$ cat src/rtl/cgb_palette_regs_pkg.sv
// rtl/cgb_palette_regs_pkg.sv - shared PPU palette register encodings and sequencer states
package cgb_palette_regs_pkg;

  typedef enum logic [1:0] {
    SEL_BCPS = 2'd0,
    SEL_BCPD = 2'd1,
    SEL_OCPS = 2'd2,
    SEL_OCPD = 2'd3
  } reg_sel_e;

  typedef enum logic {
    ST_INIT = 1'b0,
    ST_IDLE = 1'b1
  } pal_state_e;

  localparam logic [6:0] FILL_LAST = 7'd127;

endpackage

$ cat src/rtl/cgb_palette_regs.sv
// rtl/cgb_palette_regs.sv - CGB BCPS/BCPD/OCPS/OCPD palette index/data ports with post-reset fill
module cgb_palette_regs
  import cgb_palette_regs_pkg::*;
#(
  parameter bit         INIT_EN   = 1'b1,
  parameter logic [7:0] INIT_DATA = 8'hFF
) (
  input  logic       clk,
  input  logic       reset_n,
  input  logic       cpu_en,
  input  logic [1:0] reg_sel,
  input  logic       rd,
  input  logic       wr,
  input  logic [7:0] wdata,
  output logic [7:0] rdata,
  input  logic       ppu_lock,
  output logic [5:0] bg_palette_addr,
  output logic [5:0] sp_palette_addr,
  input  logic [7:0] bg_palette_rdata,
  input  logic [7:0] sp_palette_rdata,
  output logic [7:0] pal_wdata,
  output logic [1:0] pal_write,
  output logic       init_busy
);

  pal_state_e state_q, state_d;
  logic [6:0] cnt_q;
  logic [5:0] bg_idx_q, sp_idx_q;
  logic       bg_ai_q, sp_ai_q;
  reg_sel_e   sel;

  assign sel = reg_sel_e'(reg_sel);

  always_comb begin
    state_d = state_q;
    if (state_q == ST_INIT && cpu_en && cnt_q == FILL_LAST) state_d = ST_IDLE;
  end

  always_ff @(posedge clk or negedge reset_n) begin
    if (!reset_n) begin
      state_q  <= INIT_EN ? ST_INIT : ST_IDLE;
      cnt_q    <= '0;
      bg_idx_q <= '0;
      sp_idx_q <= '0;
      bg_ai_q  <= 1'b0;
      sp_ai_q  <= 1'b0;
    end else if (cpu_en) begin
      state_q <= state_d;
      if (state_q == ST_INIT) begin
        cnt_q <= cnt_q + 7'd1;
      end else if (wr) begin
        // Data-port writes advance the index even when the PPU lock drops the RAM write.
        case (sel)
          SEL_BCPS: begin
            bg_idx_q <= wdata[5:0];
            bg_ai_q  <= wdata[7];
          end
          SEL_BCPD: if (bg_ai_q) bg_idx_q <= bg_idx_q + 6'd1;
          SEL_OCPS: begin
            sp_idx_q <= wdata[5:0];
            sp_ai_q  <= wdata[7];
          end
          SEL_OCPD: if (sp_ai_q) sp_idx_q <= sp_idx_q + 6'd1;
          default: ;
        endcase
      end
    end
  end

  always_comb begin
    init_busy       = (state_q == ST_INIT);
    bg_palette_addr = bg_idx_q;
    sp_palette_addr = sp_idx_q;
    pal_wdata       = wdata;
    pal_write       = 2'b00;
    rdata           = 8'hFF;
    if (state_q == ST_INIT) begin
      bg_palette_addr = cnt_q[5:0];
      sp_palette_addr = cnt_q[5:0];
      pal_wdata       = INIT_DATA;
      if (cpu_en && reset_n) pal_write = cnt_q[6] ? 2'b10 : 2'b01;
    end else begin
      if (wr && cpu_en && !ppu_lock) begin
        if (sel == SEL_BCPD)      pal_write = 2'b01;
        else if (sel == SEL_OCPD) pal_write = 2'b10;
      end
      // An unselected read floats the bus high like an open data bus.
      if (rd) begin
        case (sel)
          SEL_BCPS: rdata = {bg_ai_q, 1'b1, bg_idx_q};
          SEL_BCPD: rdata = ppu_lock ? 8'hFF : bg_palette_rdata;
          SEL_OCPS: rdata = {sp_ai_q, 1'b1, sp_idx_q};
          SEL_OCPD: rdata = ppu_lock ? 8'hFF : sp_palette_rdata;
          default:  rdata = 8'hFF;
        endcase
      end
    end
  end

endmodule

$ cat config.mk
export PLATFORM = sky130hd
export DESIGN_NAME = cgb_palette_regs
export DESIGN_NICKNAME = d
export VERILOG_FILES = /design/src/rtl/cgb_palette_regs_pkg.sv /design/src/rtl/cgb_palette_regs.sv
export SDC_FILE = /design/constraint.sdc
export NUM_CORES = 1
export LEC_CHECK = 0
export CAP_MARGIN = 20
export CORE_MARGIN = 8
export CORE_UTILIZATION = 35
export CTS_CLUSTER_SIZE = 8
export DETAILED_ROUTE_END_ITERATION = 7
export PLACE_DENSITY = 0.66
export SKIP_LAST_GASP = 1
export SLEW_MARGIN = 20
export SYNTH_ARGS = -nofsm -noshare
export SYNTH_HDL_FRONTEND = slang
export SYNTH_SLANG_ARGS = --single-unit
$ cat constraint.sdc
create_clock -name clk -period 1.6 [get_ports clk]
set_input_delay 0.32 -clock clk [delete_from_list [all_inputs] [get_ports clk]]
set_output_delay 0.32 -clock clk [all_outputs]
set_load 0.005 [all_outputs]
==> results_dict.tcl <==
set metrics [dict create \
    synth_area_leaders "dfrtp_1 (34%), mux2i_1 (11%), nand2_1 (9.9%)" \
    p_leak_nw 1.33 \
    grt_usage_pct 15.5 \
    final_area_um2 2880 \
    postRouteAntennaNets 0 \
    maxSlewHeadroom_pct 79.4 \
    synth.distinct_cells 45 \
    skew_ns 0.00625 \
    max_freq_mhz 566 \
    grt_pass1_wl_um 9280 \
    violations "negative setup slack" \
    first_pass_iters 5 \
    status "finished with violations" \
    min_path_type "reg -> reg" \
    power_frac_clock_pct 24.9 \
    synth_mux_area_share_pct 12.4 \
    rr_worst_depth 6 \
    p_switching_mw 0.674 \
    final-max-slew-violation-count 0 \
    synth-simple-area-share_pct 26.4 \
    synthArstFlopShare_pct 100 \
    drt_wl_total_um 5930 \
    hold_viol 0 \
    p_per_area_nw_per_um2 735 \
    grt_pass1_vias 1870 \
    r2r-start "state_q" \
    antenna_found_initial 0 \
    fin_crit_sh_pct 110 \
    fin_crit_ns 1.77 \
    yosysSeqAreaShare_pct 33.8 \
    yosysWarnings 0 \
    worst_slew_pin_slew_ns 0.309 \
    seqPwrFrac_pct 36.0 \
    path_class "reg -> out" \
    worstReg2RegEnd "sp_idx_q[3]" \
    initial_core_util_pct 35.5 \
    dpl_cell_area_um2 2550 \
    cts.clk_slew.worst_paths_ns 0.08 \
    syn_inst 195 \
    cp.arrival_ns 1.45 \
    fillers 411 \
    p_int_mw 1.45 \
    ys_ff_latch 22 \
    num_io_pins 63 \
    setup_violations 20 \
    final_nets 342 \
    synth_enable_flop_cells 0 \
    synth_top_family_by_area "simple AND/OR/NAND/NOR gates" \
    cp-end-kind "output port" \
    die_area_um2 7100 \
    synthAdderAreaFrac_pct 2.30 \
    die_h_um 84.3 \
    htreeDepth 1 \
    yosysTopAreaCell "dfrtp_1" \
    die_w_um 84.3 \
    synth_compound_area_share_pct 18.0 \
    insertedDiodeCount 0 \
    finalWorstSetupSlack_ns -0.167 \
    clk_path_buf_depth 2 \
    clock_latency_ns 0.27 \
    max_stage_delay_ns 0.44 \
    grt_max_degree 23 \
    core_area_um2 4600 \
    routabilityCongestion 0.796 \
    max-cap-violations 0 \
    final_cell_mix "buf_4 (37), nand2_1 (25), clkdlybuf4s50_1 (25)" \
    route.vias.total 1868 \
    cts_root_buf "clkbuf_8" \
    clock_sinks 22 \
    timing.hold.ws_ns 0.540 \
    gr-total-overflow 0 \
    cp_slowest_cell "dfrtp_2" \
    post-route-util_pct 62.7 \
    rsz0062_at_grt "true" \
    swShare_pct 31.8 \
    cts_inserted_buffers 3 \
    wl_per_cell_um 16.5 \
    holdPathEnd "cnt_q[6]" \
    worstPathCellList "nand2_2 -> nor3b_2 -> buf_4 -> buf_12 -> a22oi_1 -> buf_2" \
    drc 0 \
    worstHoldPathCells 1 \
    drtIter0Drc 159 \
    critPathMaxFanout 7 \
    area.growth.synth_to_final_pct 76.9 \
    port_buffers 62 \
    combPwrFrac_pct 39.1 \
    ff2ff_setup_slack_ns 0.02 \
    cts_hold_buf 0 \
    synth_area_per_cell_um2 8.36 \
    startpoint_type "register" \
    vias_per_cell 5.19 \
    power_mw 2.12 \
    finalSetupTns_ns -1.70 \
    hold_path.startpoint "cnt_q[6]" \
    rows 25 \
    yosysTopAreaCellShare_pct 33.8 \
    critPathRequiredTime_ns 1.28 \
    netlist_area_um2 1630 \
    drive_gt1_share_pct 42.5 \
    synth_xor_area_share_pct 3.22 \
    final_common_cell "buf_4" \
    cts_tree "yes" \
    synth_nets 230 \
    hpwl_um 4110 \
    irDropWorstVdd_uv 591 \
    yosys_most_used_dff "dfrtp_1" \
]
[area by class of cell]
class | count | area [um^2] | area share, %
clock buffer | 3 | 41.3 | 1.43
tap | 54 | 67.6 | 2.34
clock inverter | 1 | 30.0 | 1.04
timing repair buffer | 115 | 1010 | 35.1
inverter | 4 | 27.5 | 0.954
multi-input combinational | 161 | 1150 | 40.0
sequential | 22 | 552 | 19.1
[worst max-delay path, delay by kind of cell, from the launching register on]
family                 cells  cell delay (ns)
buffers and inverters      3             0.40
AO/OA/AOI/OAI              1             0.07
AND/OR/NAND/NOR            2             0.27
flip-flops                 1             0.44
[registers in the layout, indices dropped and copies added, names as in the netlist]
register	cells
state_q	1
sp_ai_q	1
bg_idx_q	6
bg_ai_q	1
sp_idx_q	6
cnt_q	7
[how the worst max path moves through the flow]
stage                           from            endpoint  slack [ns]  cells after the start
final                        state_q            rdata[0]       -0.17                      6
after global routing         state_q            rdata[5]       -0.22                      6
after CTS                    state_q            rdata[2]       -0.22                      6
after detailed placement  reg_sel[1]            rdata[0]       -0.61                      5
after global placement        cpu_en        pal_write[0]       -0.59                      5
after floorplan              state_q  bg_palette_addr[0]        0.11                      4
[per-stage QoR]
stage | std cells | setup WS, ns
global placement | 338 | -0.589
floorplan | 195 | 0.110
detailed placement | 338 | -0.609
CTS | 362 | -0.223
global route | 360 | -0.218
finish | 360 | -0.167
[routing by layer]
layer	up-vias	share of wire, %	GRT usage (%)
li1	909	-	-
met1	895	45	19.6
met2	57	49	26.1
met3	7	4.7	2.81
met4	0	1.1	4.71
met5	-	0	0
[synthesized netlist by cell type, types with 2 or more instances]
library cell	count
a211o_1	2
a21oi_1	8
a22oi_1	8
a2bb2oi_1	2
buf_2	2
clkbuf_1	4
dfrtp_1	22
ha_1	3
inv_1	3
mux2_2	2
mux2i_1	18
nand2_1	43
nand2b_1	11
nand3_1	6
nand4_1	3
nor2_1	12
nor2b_1	2
nor3_1	3
o21ai_0	5
o21ai_1	4
o22ai_1	3
or2_2	2
xnor2_1	3
xor2_1	3
[logic make-up after synthesis]
logic type / after synthesis
simple gates: 89
compound gates: 42
flops: 22
mux: 20
buf+inv: 13
xor+xnor: 6
fa+ha+maj: 3
[power groups by stage]
stage,registers (mW),clock network [mW],logic [mW]
6_report,0.763,0.529,0.829
5_1_grt,0.778,0.549,0.910
4_1_cts,0.746,0.535,0.756
3_5_place_dp,0.746,0,0.843
3_3_place_gp,0.745,0,0.835
2_1_floorplan,0.730,0,0.327
[timing repair]
| action | CTS | global route |
|---|---|---|
| setup buffers | 16 | 3 |
| gates resized for setup | 133 | 51 |
| cloned | 4 | 0 |
| endpoints found under the setup margin | 42 | 43 |
| pin swaps | 7 | 13 |
Note: power is estimated with default switching activity, not from simulation.
